**config.mk**
```make
export PLATFORM = sky130hd
export DESIGN_NAME = clk_edge_monitor
export DESIGN_NICKNAME = d
export VERILOG_FILES = /design/src/rtl/clk_edge_monitor.sv
export SDC_FILE = /design/constraint.sdc
export NUM_CORES = 1
export LEC_CHECK = 0
export CAP_MARGIN = 10
export CORE_MARGIN = 2
export CORE_UTILIZATION = 45
export DETAILED_ROUTE_END_ITERATION = 8
export PLACE_DENSITY = 0.68
export REMOVE_ABC_BUFFERS = 1
export SETUP_SLACK_MARGIN = 0.4
export SYNTH_ARGS = -nofsm -noshare
export SYNTH_HDL_FRONTEND = slang
export SYNTH_SLANG_ARGS = --single-unit
```
**constraint.sdc**
```tcl
create_clock -name clk -period 3.4 [get_ports clk]
set_input_delay 0.68 -clock clk [delete_from_list [all_inputs] [get_ports clk]]
set_output_delay 0.68 -clock clk [all_outputs]
set_load 0.01 [all_outputs]
```
**src/rtl/clk_edge_monitor.sv**
```systemverilog
// Synchronises a slow divider-generated clock into clk, emits rise/fall enable ticks,
// measures the rise-to-rise period and tracks frequency lock and loss of the slow clock.
module clk_edge_monitor #(
  parameter int CNT_W      = 8,
  parameter int EXP_PERIOD = 32,
  parameter int TOL        = 1,
  parameter int LOCK_N     = 4,
  parameter int TIMEOUT    = 64
) (
  input  logic             clk,
  input  logic             rst,
  input  logic             en,
  input  logic             slow_in,
  output logic             rise_tick,
  output logic             fall_tick,
  output logic [CNT_W-1:0] period,
  output logic             period_valid,
  output logic             locked,
  output logic             timeout,
  output logic [7:0]       err_count
);

  typedef enum logic [1:0] {IDLE, ARMED, LOCKED} state_t;

  localparam int MW = $clog2(LOCK_N + 1);
  localparam logic [CNT_W-1:0] CNT_MAX = '1;
  localparam logic [CNT_W-1:0] TO_THR  = CNT_W'(TIMEOUT - 1);

  state_t           state;
  logic             s1, s2, s3;
  logic [CNT_W-1:0] cnt;
  logic [CNT_W-1:0] meas;
  logic [31:0]      meas_w;
  logic [MW-1:0]    match;
  logic [MW-1:0]    match_inc;
  logic             period_ok;

  assign rise_tick = s2 & ~s3;
  assign fall_tick = ~s2 & s3;

  // Measured period is cnt+1 because cnt restarts at zero in the cycle after a tick.
  assign meas      = (cnt == CNT_MAX) ? CNT_MAX : cnt + CNT_W'(1);
  assign meas_w    = 32'(meas);
  assign period_ok = (meas_w + 32'(TOL) >= 32'(EXP_PERIOD)) &&
                     (meas_w <= 32'(EXP_PERIOD + TOL));
  assign match_inc = (match >= MW'(LOCK_N)) ? MW'(LOCK_N) : match + MW'(1);

  always_ff @(posedge clk) begin
    if (rst) begin
      s1           <= 1'b0;
      s2           <= 1'b0;
      s3           <= 1'b0;
      cnt          <= '0;
      match        <= '0;
      state        <= IDLE;
      period       <= '0;
      period_valid <= 1'b0;
      locked       <= 1'b0;
      timeout      <= 1'b0;
      err_count    <= '0;
    end else begin
      s1           <= slow_in;
      s2           <= s1;
      s3           <= s2;
      period_valid <= 1'b0;
      if (!en) begin
        state  <= IDLE;
        locked <= 1'b0;
        cnt    <= '0;
        match  <= '0;
      end else begin
        case (state)
          IDLE: begin
            if (rise_tick) begin
              state <= ARMED;
              cnt   <= '0;
              match <= '0;
            end
          end
          default: begin
            if (rise_tick) begin
              cnt          <= '0;
              period       <= meas;
              period_valid <= 1'b1;
              timeout      <= 1'b0;
              if (period_ok) begin
                match <= match_inc;
                if (match_inc == MW'(LOCK_N)) begin
                  state  <= LOCKED;
                  locked <= 1'b1;
                end
              end else begin
                match  <= '0;
                state  <= ARMED;
                locked <= 1'b0;
                if (state == LOCKED && err_count != 8'hFF)
                  err_count <= err_count + 8'd1;
              end
            end else if (cnt == TO_THR) begin
              // Loss of the slow clock: drop back and wait for a fresh arming edge.
              timeout <= 1'b1;
              state   <= IDLE;
              locked  <= 1'b0;
              match   <= '0;
              cnt     <= '0;
            end else if (cnt != CNT_MAX) begin
              cnt <= cnt + CNT_W'(1);
            end
          end
        endcase
      end
    end
  end

endmodule

```
==> metrics.cfg, run 1 <==
[drt]
post-route-drc-count = 0
drt-pass1-iter-count = 4
vias = 1548
routed_wl_um = 3630
vias_per_cell = 5.67
dr.first_iter.drc_count = 114
drtAntennaViolNets = 0
routedWlPerCell_um = 13.3

[clock_network]
postCtsHoldBufs = 0
cts_tree = done
cts_buffers = 5
post_cts_buffers = 0
path_clk_slew_ps = 70
cts-resized-gates = 0
root_buffer = clkbuf_8
cts.sinks = 35
cts_max_level = 2
clk_latency_ps = 290
clock_path_buffers = 2

[power]
ir_drop_uv = 207
power_density_nw_per_um2 = 357
p_leak_nw = 0.686

[global_route]
track_usage_pct = 19.3
grt_overflow_total = 0
antenna_found_initial = 0
grt_pass1_wl_um = 6440
grt_max_degree = 22
grt_pass1_vias = 1438

[setup_path]
path_class = in -> reg
arrival_ps = 2860
worstSetupEndpointType = register
startpoint_type = input pin
crit_fanout = 13
required_ps = 3620

[die]
initial_core_util_pct = 47.0
die_h_um = 66.1
rows = 22
core_sq_um = 3690
die_w_um = 66.1
die_area_sq_um = 4370
pin_count = 25

[placed_design]
place_area_sq_um = 1980
place_hpwl_um = 2690
gp_congestion = 0.832
portBuffers = 24

[finish]
multi_input_area_sq_um = 943
final_nets = 233
syn2layout_area_growth_pct = 19.2
regArea_sq_um = 701
final_cell_mix = 35 x dfxtp_1, 24 x clkdlybuf4s50_1, 23 x nor2_1, 19 x a21oi_1, 13 x nand3_1
fin_area_sq_um = 2070
fillers = 350
final_common_cell = dfxtp_1
drive_above_1_share_pct = 10.2
antenna_cells = 0

[logic_synthesis]
synth_edf_count = 0
synth-main-ff-cell = dfxtp_1
postSynth.asyncResetShare_pct = 0
synth_area_per_cell_sq_um = 8.51
ys_ff_latch = 35
synth_area_leaders = dfxtp_1 40%, a21oi_1 5.5%, nor2_1 5.0%
ys_seq_area_share_pct = 40.4
synth_area_sq_um = 1740
netlist-cell-type-count = 46
yosysWarnings = 0
synth.largest_area_cell = dfxtp_1
synthCells = 204
synth_top_area_share_pct = 40.4

[timing]
hold_viol = 0
fmax_ghz = 0.380
slew_violations = 0
final.min_clock_period_ps = 2630
setup_tns_ps = 0
min_period_over_period_pct = 77.5
skew_ps = 5.70
setup_viol = 0
worst_pin_slew_ps = 909
rsz0062_at_grt = false
max_slew_margin_pct = 39.0

[run]
cap_violations = 0

[hold_path]
hold_path_class = reg -> reg

[run_status]
outcome = finished clean

## state kept, by name, indices dropped and copies added (netlist names)
register	flops
s1	1
s3	1
period_valid	1
s2	1
locked	1
cnt	8
state	2
match	3
timeout	1
err_count	8
period	8
## per-layer routing
metal / share of wire (%) / vias to the layer above / wire [um] / GRT usage (%)
met5: 0 / - / 0 / 0
met4: 2.0 / 0 / 73 / 8.42
met3: 4.1 / 7 / 149 / 5.11
met2: 50 / 35 / 1800 / 32.5
met1: 44 / 723 / 1610 / 22.8
li1: - / 783 / - / -
## per-stage QoR
| stage | cells | util (%) | hold slack (ps) | setup WS (ps) | power (mW) |
|---|---|---|---|---|---|
| 2_1_floorplan | 192 | - | 414 | 815 | 0.434 |
| 3_3_place_gp | 266 | 53.7 | 445 | 556 | 0.448 |
| 3_5_place_dp | 266 | 53.7 | 456 | 433 | 0.449 |
| 4_1_cts | 273 | 56.1 | 469 | 740 | 0.751 |
| 5_1_grt | 273 | 56.1 | 475 | 580 | 0.769 |
| 6_report | 273 | 56.1 | 469 | 766 | 0.739 |
## logic make-up (layout without fill, tap and decap cells)
kind of cell               after synthesis  count (layout)  synth area share, %
and+or+nand+nor                         84              84                 26.2
AOI/OAI and AO/OA                       54              54                 20.5
DFF                                     35              35                 40.4
buffers and inverters                   18              39                 5.26
xor gates and xnor gates                 7               7                 3.53
adders and majority gates                4               4                 2.88
muxes                                    2               2                 1.23
## critical path: stages
cell and delay [ps]:
clkdlybuf4s50_1 530, and3_1 360, nand4b_1 420, or2_2 430, or3_1 310, a21oi_1 140
## cell type report
type | count | share of cell area [%]
clock inverter | 1 | 0.242
inverter | 6 | 1.09
clock buffer | 6 | 3.99
multi-input combinational | 151 | 45.6
timing repair buffer | 26 | 12.3
tap | 48 | 2.90
sequential | 35 | 33.9
## synth_stat cells, types with 5 or more instances
library cell / n
xnor2_1: 5
dfxtp_1: 35
o21ai_0: 8
nand3_1: 13
nor2b_1: 6
a21oi_1: 19
nor2_1: 23
a211oi_1: 8
nor3_1: 7
and3_1: 7
inv_1: 5
clkbuf_1: 6
## where the power goes
part / total, mW / switching [mW] / internal [mW]
Combinational: 0.0264 / 0.0165 / 0.00989
Sequential: 0.413 / 0.00120 / 0.412
Clock: 0.300 / 0.141 / 0.159
Total: 0.739 / 0.159 / 0.581
## path summary, 6_finish.rpt
check / startpoint / cells past startpoint / slack (ps) / to
max: en / 6 / 770 / err_count[4]$_SDFFE_PP0P_
min: s1$_SDFF_PP0_ / 1 / 470 / s2$_SDFF_PP0_
max reg2reg: cnt[0]$_SDFFE_PP0P_ / 8 / 880 / err_count[2]$_SDFFE_PP0P_
min reg2reg: s1$_SDFF_PP0_ / 1 / 470 / s2$_SDFF_PP0_
Power figures use the tool's default switching activity.
==> inputs of run 2 (changes only) <==
Settings changed: PLACE_DENSITY 0.68 to 0.71.
Clock period 3.4 ns to 2.4 ns, I/O delays scaled along.
==> run 2 against run 1 <==
Compared with the run above: final area rose by 18%; worst hold slack barely moved; power rose by 59%; sequential power rose by 41%; routed wire length rose by 20%; setup slack got worse by 600 ps; register-to-register slack got worse by 720 ps; core utilization rose by 10 points.
==> metrics.cfg, run 2 (same netlist as run 1, synthesis figures left out) <==
[run_status]
outcome = finished clean

[timing]
slew_violations = 0  ; unchanged
max_slew_margin_pct = 70.1  ; +31 points
fmax_ghz = 0.447
hold_viol = 0  ; unchanged
whs_ps = 470  ; +0.236 ps
worst_pin_slew_ps = 448  ; -460 ps
worst_slack_ps = 164  ; -602 ps
setup_viol = 0  ; unchanged
rsz0062_at_grt = true
min_period_over_period_pct = 93.2
final.min_clock_period_ps = 2240
setup_tns_ps = 0  ; unchanged
skew_ps = 4.24  ; -1.46 ps

[finish]
layout.cells.non_filler = 298  ; +9.2%
drive_above_1_share_pct = 26.0  ; +16 points
final_nets = 257  ; +10%
fin_util_pct = 66.5  ; +10 points
final_common_cell = dfxtp_1
fin_area_sq_um = 2450  ; +18%
final_cell_mix = 32 x dfxtp_1, 23 x nor2_1, 23 x clkdlybuf4s50_1, 21 x buf_4, 16 x a21oi_1
syn2layout_area_growth_pct = 41.2
top_regs = cnt (8), err_count (8), period (8)
antenna_cells = 0  ; unchanged

[clock_network]
root_buffer = clkbuf_8
cts.sinks = 35  ; unchanged
cts_buffers = 5  ; unchanged
postCtsHoldBufs = 0  ; unchanged
clock_path_buffers = 2  ; unchanged
path_clk_slew_ps = 70  ; about the same
cts_max_level = 2  ; unchanged
clk_latency_ps = 280  ; about the same
cts_tree = done

[drt]
vias_per_cell = 5.71  ; +0.67%
drt-pass1-iter-count = 4  ; unchanged
dr.first_iter.drc_count = 117  ; +2.6%
post-route-drc-count = 0  ; unchanged
drtAntennaViolNets = 0  ; unchanged
vias = 1701  ; +9.9%
routed_wl_um = 4360  ; +20%
routedWlPerCell_um = 14.6  ; +10%

[setup_path]
r2r-start = cnt[2]$_SDFFE_PP0P_
reg2regPathDepth = 8  ; unchanged
path_class = reg -> reg
r2r_end = err_count[2]$_SDFFE_PP0P_
slowest_stage = a2111o_1
crit_fanout = 10  ; -3
path_buf_inv = 2  ; +1
cp_num_cells = 8  ; +2
required_ps = 2580  ; -1040 ps
reg2reg_slack_ps = 160  ; -720 ps
max_stage_delay_ps = 460  ; -70 ps
startpoint_type = register
worstSetupEndpointType = register
cp_cell_sequence = buf_6, nand3_1, xnor2_2, a2111o_1, a221oi_4, buf_12, nor3b_1, mux2_2
critPathTopFamily = compound AO/OA/AOI/OAI gates
arrival_ps = 2420  ; -440 ps

[global_route]
grt_overflow_total = 0  ; unchanged
track_usage_pct = 21.2  ; +1.9 points
antenna_found_initial = 0  ; unchanged
grt_pass1_wl_um = 7100  ; +10%
grt_pass1_vias = 1574  ; +9.5%
grt_max_degree = 15  ; -32%

[hold_path]
min_path_cells = 1  ; unchanged
hold_path_class = reg -> reg
hold_end = s2$_SDFF_PP0_
hp-start = s1$_SDFF_PP0_

[placed_design]
portBuffers = 24  ; unchanged
place_inst = 282  ; +6.0%
place_area_sq_um = 2110  ; +6.7%
place_ws_ps = 99.9  ; -333 ps
gp_congestion = 0.796  ; -4.3%
place_hpwl_um = 2790  ; +3.5%

[power]
power_density_nw_per_um2 = 480  ; +34%
p_int_mw = 0.936  ; +61%
p_comb_share_pct = 3.9  ; +0.3 points
p_sw_mw = 0.240  ; +51%
switching_share_pct = 20.4  ; -1.0 points
p_seq_share_pct = 49.6  ; -6.3 points
p_leak_nw = 0.865  ; +26%
p_clk_share_pct = 46.6  ; +6.1 points
power.total_mw = 1.18  ; +59%
ir_drop_uv = 431  ; +110%

[die]
die_area_sq_um = 4370  ; unchanged
pin_count = 25  ; unchanged
die_w_um = 66.1  ; unchanged
core_sq_um = 3690  ; unchanged
die_h_um = 66.1  ; unchanged
initial_core_util_pct = 47.0  ; unchanged
rows = 22  ; unchanged

[run]
cap_violations = 0  ; unchanged

## run 2: changes by cell type in the layout (fill, tap and decap cells not counted), moves of 3 or more
cell / delta
dfxtp_1: -3
a21oi_1: -3
o21ai_1: +3
buf_4: +19
o21ai_0: -4
a21oi_2: +3
## run 2: layer usage
layer / track usage (%) / wire [um]
met1: 25.7 / 1890
met2: 35.6 / 2200
met3: 5.96 / 212
met4: 7.40 / 57
met5: 0 / 0
## run 2: worst max-delay path by stage
| stage | start | endpoint | slack (ps) |
|---|---|---|---|
| after floorplan | cnt[0]$_SDFFE_PP0P_ | err_count[2]$_SDFFE_PP0P_ | -190 |
| after global placement | cnt[0]$_SDFFE_PP0P_ | err_count[2]$_SDFFE_PP0P_ | 150 |
| after detailed placement | cnt[0]$_SDFFE_PP0P_ | err_count[2]$_SDFFE_PP0P_ | 100 |
| after CTS | cnt[0]$_SDFFE_PP0P_ | err_count[2]$_SDFFE_PP0P_ | 230 |
| after global routing | cnt[0]$_SDFFE_PP0P_ | err_count[2]$_SDFFE_PP0P_ | 120 |
| final | cnt[2]$_SDFFE_PP0P_ | err_count[2]$_SDFFE_PP0P_ | 160 |
## run 2: layout make-up
| class | instances | area (sq um) |
|---|---|---|
| Clock buffer | 6 | 82.6 |
| Clock inverter | 2 | 35.0 |
| Fill cell | 318 | 1240 |
| Inverter | 6 | 22.5 |
| Multi-Input combinational cell | 151 | 1050 |
| Sequential cell | 35 | 709 |
| Tap cell | 48 | 60.1 |
| Timing Repair Buffer | 50 | 492 |
## run 2: timing repair
action | in CTS | in global routing
setup buffers | 6 | 0
resized for setup | 14 | 17
endpoints found under the setup margin | 15 | 22
cloned | 1 | 1
pin swaps | 5 | 5
## run 2: power groups by stage
stage	clock [mW]	sequential [mW]	combinational (mW)
after floorplan	0	0.598	0.0170
after global placement	0	0.598	0.0436
after detailed placement	0	0.598	0.0440
after CTS	0.565	0.583	0.0440
after global routing	0.589	0.583	0.0488
final	0.548	0.583	0.0454
